`src/rtl/tpg_source.sv`:
```
// Traffic pattern generator: emits src|dst|id|seq packets over valid/ready.
// All outputs are registered; the FSM computes next-cycle values combinationally.
module tpg_source #(
  parameter int WIDTH        = 32,
  parameter int N            = 16,
  parameter int N_ADDR_WIDTH = $clog2(N),
  parameter int NODE         = 0,
  parameter int DEST         = 15,
  parameter int NUM_PACKETS  = 100,
  parameter int GAP          = 0
) (
  input  logic             clk,
  input  logic             rst,
  input  logic             enable,
  output logic [WIDTH-1:0] data_out,
  output logic             valid_out,
  input  logic             ready_in,
  output logic             done,
  output logic [31:0]      sent_count
);

  localparam int A  = N_ADDR_WIDTH;
  localparam int DW = WIDTH - 2*A - 8;
  // Gap counter needs at least one bit even when GAP is 0 (WAIT unreachable then).
  localparam int GW = (GAP < 1) ? 1 : $clog2(GAP + 1);

  if (DW < 1) begin : g_bad_width
    $error("tpg_source: WIDTH too small for src/dst/id fields (DW < 1)");
  end

  typedef enum logic [1:0] {IDLE, SEND, WAIT, DONE} state_t;

  state_t           state, state_n;
  logic [7:0]       id, id_n;
  logic [DW-1:0]    seq, seq_n;
  logic [GW-1:0]    gap_cnt, gap_n;
  logic [WIDTH-1:0] data_n;
  logic             valid_n, done_n;
  logic [31:0]      cnt_n;

  function automatic logic [WIDTH-1:0] pack(input logic [7:0] pid, input logic [DW-1:0] pseq);
    return {A'(NODE), A'(DEST), pid, pseq};
  endfunction

  // Next-state and next-output logic; a presented packet is only left on transfer.
  always_comb begin
    state_n = state;
    valid_n = valid_out;
    data_n  = data_out;
    done_n  = done;
    cnt_n   = sent_count;
    id_n    = id;
    seq_n   = seq;
    gap_n   = gap_cnt;
    case (state)
      IDLE: begin
        valid_n = 1'b0;
        if (enable) begin
          data_n  = pack(id, seq);
          valid_n = 1'b1;
          state_n = SEND;
        end
      end
      SEND: begin
        if (valid_out && ready_in) begin
          id_n    = id + 8'd1;
          seq_n   = seq + DW'(1);
          cnt_n   = (sent_count == 32'hFFFF_FFFF) ? sent_count : sent_count + 32'd1;
          valid_n = 1'b0;
          if (NUM_PACKETS != 0 && cnt_n == 32'(NUM_PACKETS)) begin
            state_n = DONE;
            done_n  = 1'b1;
          end else if (GAP > 0) begin
            state_n = WAIT;
            gap_n   = GW'(GAP);
          end else if (enable) begin
            data_n  = pack(id_n, seq_n);
            valid_n = 1'b1;
          end else begin
            state_n = IDLE;
          end
        end
      end
      WAIT: begin
        valid_n = 1'b0;
        if (gap_cnt <= GW'(1)) begin
          if (enable) begin
            data_n  = pack(id, seq);
            valid_n = 1'b1;
            state_n = SEND;
          end else begin
            state_n = IDLE;
          end
        end else begin
          gap_n = gap_cnt - GW'(1);
        end
      end
      DONE: begin
        valid_n = 1'b0;
        done_n  = 1'b1;
      end
      default: state_n = IDLE;
    endcase
  end

  // State and output registers; reset drops any presented packet.
  always_ff @(posedge clk) begin
    if (rst) begin
      state      <= IDLE;
      valid_out  <= 1'b0;
      data_out   <= '0;
      done       <= 1'b0;
      sent_count <= '0;
      id         <= '0;
      seq        <= '0;
      gap_cnt    <= '0;
    end else begin
      state      <= state_n;
      valid_out  <= valid_n;
      data_out   <= data_n;
      done       <= done_n;
      sent_count <= cnt_n;
      id         <= id_n;
      seq        <= seq_n;
      gap_cnt    <= gap_n;
    end
  end

endmodule

```
`config.mk`:
```
export PLATFORM = sky130hd
export DESIGN_NAME = tpg_source
export DESIGN_NICKNAME = d
export VERILOG_FILES = /design/src/rtl/tpg_source.sv
export SDC_FILE = /design/constraint.sdc
export NUM_CORES = 1
export LEC_CHECK = 0
export CAP_MARGIN = 40
export CORE_MARGIN = 2
export CORE_UTILIZATION = 40
export DETAILED_ROUTE_END_ITERATION = 6
export PLACE_DENSITY = 0.59
export SYNTH_ARGS = -nofsm -noshare
export SYNTH_HDL_FRONTEND = slang
export SYNTH_SLANG_ARGS = --single-unit
export TNS_END_PERCENT = 5
```
`constraint.sdc`:
```
create_clock -name clk -period 3.3 [get_ports clk]
set_input_delay 0.66 -clock clk [delete_from_list [all_inputs] [get_ports clk]]
set_output_delay 0.66 -clock clk [all_outputs]
set_load 0.02 [all_outputs]
```
# Word-level counts from Yosys, hierarchy flattened
# Cells that the tools add are included.
[totals] elab_cells=57 out_inout_bits=66 input_bits=4 regBits=93
[classes] n_eq_ne=12 n_mux=22 bitwise=1 reduce_logical=9 addsub=4 order_cmp=1
[ops] op="$mux W32" count=6
[ops] op="$pmux W32 S3" count=1
[ops] op="$add A32 B1 Y32 const B" count=1
[ops] op="$eq A32 B32 Y1 const B" count=1
[ops] op="$eq A32 B7 Y1 const B" count=1
[ops] op="$add A16 B1 Y16 const B" count=1
[ops] op="$ne A2 B2 Y1 const B" count=6
[ops] op="$mux W2" count=5
[ops] op="$reduce_and A5 Y1" count=2
[ops] op="$add A8 B1 Y8 const B" count=1
[ops] op="$mux W1" count=7
[ops] op="$pmux W2 S3" count=1
[ops] op="$eq A2 B2 Y1 const B" count=2
[ops] op="$pmux W1 S4" count=1
[ops] op="$reduce_and A2 Y1" count=2
[ops] op="$ne A3 B3 Y1 const B" count=1
[ops] op="$reduce_and A3 Y1" count=1
[ops] op="$reduce_bool A3 Y1" count=1
[ops] op="$eq A2 B1 Y1 const B" count=1
[ops] op="$logic_not A2 Y1" count=1
[ops] op="$pmux W1 S2" count=1
[ops] op="$reduce_bool A2 Y1" count=1
[ops] op="$le A1 B1 Y1 const B" count=1
[ops] op="$logic_and A1 B1 Y1" count=1
[ops] op="2 further kinds" count=2

# Logic depth before layout (Yosys ltp)
# Gate-level depths: netlist of the first run.
[logic_depth] depth_word=6 depth_mapped=13 ltp_nobuf=10

# Worst setup path before layout of the first run
# OpenSTA, ideal clock, no wires.
[synth_timing] path_type="reg2reg" start="register sent_count[0]" end="register data_out[10]" arrival_ns=3.041 path_buffers=3 slack_ns=0.113 path_stages_with_launch=14 period_less_slack_ns=3.187 cell_sequence="dfxtp_1 -> ha_1 -> and4_1 -> clkbuf_1 -> nand3_1 -> or3_1 -> buf_6 -> a211o_1 -> a221o_1 -> nor4_4 -> a221oi_4 -> buf_4 -> nor2_1 -> a211oi_2"
[synth_between] elab_chain_len=5 word_cells_on_any_way=6 cone_classes="add/sub (1); eq/ne (3); mux (1); reduce/logical (1)"
[synth_lines] item="from (decl)" line_no="19" rtl="output logic [31:0] sent_count"
[synth_lines] item="from (signal assigned)" line_no="122" rtl="sent_count <= cnt_n;"
[synth_lines] item="$add A32 B1 Y32 or $eq A32 B32 Y1 (tied branches)" line_no="68" rtl="cnt_n = (sent_count == 32'hFFFF_FFFF) ? sent_count : sent_count + 32'd1;"
[synth_lines] item="$mux W32 (*)" line_no="68"
[synth_lines] item="$eq A32 B7 Y1 (*)" line_no="70" rtl="if (NUM_PACKETS != 0 && cnt_n == 32'(NUM_PACKETS)) begin"
[synth_lines] item="$ne A2 B2 Y1 (no source line) (*)"
[synth_lines] item="$reduce_and A5 Y1 (no source line) (*)"
[synth_lines] item="to (signal assigned)" line_no="120" rtl="data_out <= data_n;"
[synth_lines] item="to (decl)" line_no="15" rtl="output logic [WIDTH-1:0] data_out,"
# Mark *: on every way between the ends. The rest lies on a longest branch, timed or not.
# A chain may end at the register's enable or synchronous reset.

# Final worst setup path of the first run
[layout_timing] start="register sent_count[13]" end="register data_out[14]"
# Same word-level chain as after synthesis.

==> metrics, run 1 <==
status completed; initial antenna violation count 0; crit path DAT 3.35 ns; final worst slack 0.216 ns; Distinct cells, synth 64; Placed Instance Area 0.00629 sq mm; unrepaired setup endpoints after global routing false; register area share after synthesis 33.1%; min Tclk post-route 3.08 ns; Core ar. 0.0126 sq mm; commonest cells after routing, fill and taps aside nor2_1, dfxtp_1, buf_4; Initial Utilization 40.9%; Hold WS 0.486 ns; clock latency on the worst-skew pair 0.35 ns; Die X 117 um; Die Footprint 0.0138 sq mm; first-pass GRT wire length 24100 um; Clock Tree Root clkbuf_16; Layout Utilization 52.6%; share of layout cells above drive strength 1 18.2%; required time of the critical path 3.57 ns; dominant cells by area after synthesis dfxtp_1, nor2_1, xor2_1; Slew Limit Fails 0; Fmax 324 MHz; gpl congestion 0.904; net switching fraction of the power 29.9%; Worst slew margin 57.9%; die height 117 um; placed cell count 896; Post-synth EDFFs 0; number of synthesized register bits 85; clock share of power 35.9%; DR vias 4887; I/O pin total 70; Overall Global Routing Usage 21.4%; Least-Margin Pin Slew 0.631 ns; DRT Wirelength 14200 um; Initial DRT Pass Iterations 4; Diodes inserted 0; port bufs 65; setup total negative slack 0 ns; Area growth, synth to finish 28.6%; CTS tree yes; cell taking the most area after synthesis dfxtp_1; Worst Setup End Kind register; Critical path origin sent_count[13]$_SDFFE_PP0P_; Reg power frac 41.7%; sw power 807 uW; standard-cell row count 41; Setup Viol. Count Final 0; grt ovf 0; internal power 1.89 mW; routed length per instance 15.6 um; pwr dens 408 mW/mm^2; Crit Path Category reg -> reg; R2R Path Start sent_count[13]$_SDFFE_PP0P_; Cell Area, Synth 0.00514 sq mm; min-delay src done$_SDFFE_PP0P_; Via density 5.36; Num CTS Buffers 9; largest net degree at the start of global routing 63; skew final 0.00515 ns; total power 2.70 mW; Avg Cell Area, Syn 8.12 sq um; Tcrit/Tclk final 93.5%; Synth top area share 33.1%; Worst VDD drop 295 uV; final instance area 0.00661 sq mm; most common cell after layout, fill and taps aside nor2_1; max-cap violations 0; DRC errors left 0; Synth Warn # 0; CTS Sinks 85; register clock-pin slew on the reported worst setup and hold paths 0.06 ns; Hold/Removal Path Class reg -> reg; prevailing post-synth register cell dfxtp_1; HPWL after DPL 10600 um; Worst setup SP type register; Nets 749; DP Worst Slack -0.0791 ns; H-tree Lvls 3; Async SR Flop Fraction 0%; Final ANT Viol Nets 0; final std cells w/o fill 912; leak pwr 2.31 nW; CTS Buffer Depth 2; Starting DRT DRC Count 377; vias in the first global route 4768; combinational power share 22.4%; crit-path max FO 41; count of final hold-check violations 0; Mapped Cells 633
-- logic make-up after synthesis --
| logic type | count (synthesis) | synth area share [%] |
|---|---|---|
| adder cells (fa/ha/maj) | 9 | 2.19 |
| buffers and inverters | 62 | 6.81 |
| AO/OA/AOI/OAI | 89 | 14.4 |
| multiplexers | 5 | 0.998 |
| other | 1 | 0.0729 |
| AND/OR/NAND/NOR | 308 | 29.8 |
| XOR/XNOR | 74 | 12.6 |
| flip-flops | 85 | 33.1 |
-- routing by layer --
layer / vias up / track usage [%] / wire (um)
li1: 2412 / - / -
met1: 2311 / 26.9 / 6390
met2: 137 / 36.0 / 6800
met3: 27 / 3.79 / 655
met4: 0 / 8.96 / 388
met5: - / 0 / 0
-- cells in the mapped netlist, drive strengths merged, types with 2 or more instances --
cell type,count
a21boi,3
dfxtp,85
and3,14
nand4,23
nand2,59
o2111ai,3
or4,2
a31oi,4
nand4b,2
o22ai,3
xor2,45
nor2,109
a21oi,21
nor3,22
inv,10
nor4,13
buf,29
clkbuf,23
nor4b,2
nand3,30
xnor2,29
a211oi,24
and4,6
and2,5
o21ai,12
o31ai,3
o41ai,4
ha,9
nand2b,2
or3,14
o211ai,2
a221oi,2
mux2i,4
-- power groups by stage --
stage / clock, mW / sequential [mW] / combinational (mW)
3_5_place_dp: 0 / 1.15 / 0.609
5_1_grt: 1.05 / 1.13 / 0.660
6_report: 0.968 / 1.13 / 0.604
2_1_floorplan: 0 / 1.21 / 0.323
4_1_cts: 0.998 / 1.13 / 0.610
3_3_place_gp: 0 / 1.15 / 0.594
-- critical path, stage by stage, from the launching register on --
cell      delay [ns]
dfxtp_1         0.44
nand4_1         0.24
nor4_1          0.55
a21boi_0        0.17
nor4_1          0.30
o211ai_1        0.17
buf_4           0.18
nor4_4          0.30
a221oi_4        0.12
buf_12          0.21
buf_4           0.16
a211oi_2        0.16
-- sequential cells by signal (all words and copies together) (netlist names) --
register,flops
valid_out,1
done,1
seq,16
state,2
data_out,25
id,8
sent_count,32
-- final cells by class --
cell class,count,area (sq um)
Timing Repair Buffer,141,1240
Fill cell,1233,5960
Clock buffer,10,239
Clock inverter,5,35.0
Multi-Input combinational cell,489,3140
Inverter,10,37.5
Tap cell,172,215
Sequential cell,85,1700
-- final timing paths --
kind	endpoint	slack, ns	cells after the start
setup / recovery	data_out[14]$_SDFFE_PP0P_	0.22	11
setup reg to reg	data_out[14]$_SDFFE_PP0P_	0.22	11
hold / removal	done$_SDFFE_PP0P_	0.49	2
hold reg to reg	done$_SDFFE_PP0P_	0.49	2
-- repair_timing --
item,4_1_cts,5_1_grt
resized for setup,1,8
setup endpoints to repair,18,29
hold buffers,0,0
buffers inserted,0,1
pin swaps,0,1
Note: power is estimated with default switching activity, not from simulation.
==> inputs of run 2 (changes only) <==
--- a/config.mk
+++ b/config.mk
@@ -10,6 +10,7 @@
 export CORE_UTILIZATION = 40
 export DETAILED_ROUTE_END_ITERATION = 6
 export PLACE_DENSITY = 0.59
+export SLEW_MARGIN = 20
 export SYNTH_ARGS = -nofsm -noshare
 export SYNTH_HDL_FRONTEND = slang
 export SYNTH_SLANG_ARGS = --single-unit
==> results of run 2 <==
The final DEF is identical to that of run 1; final timing and power are the same.
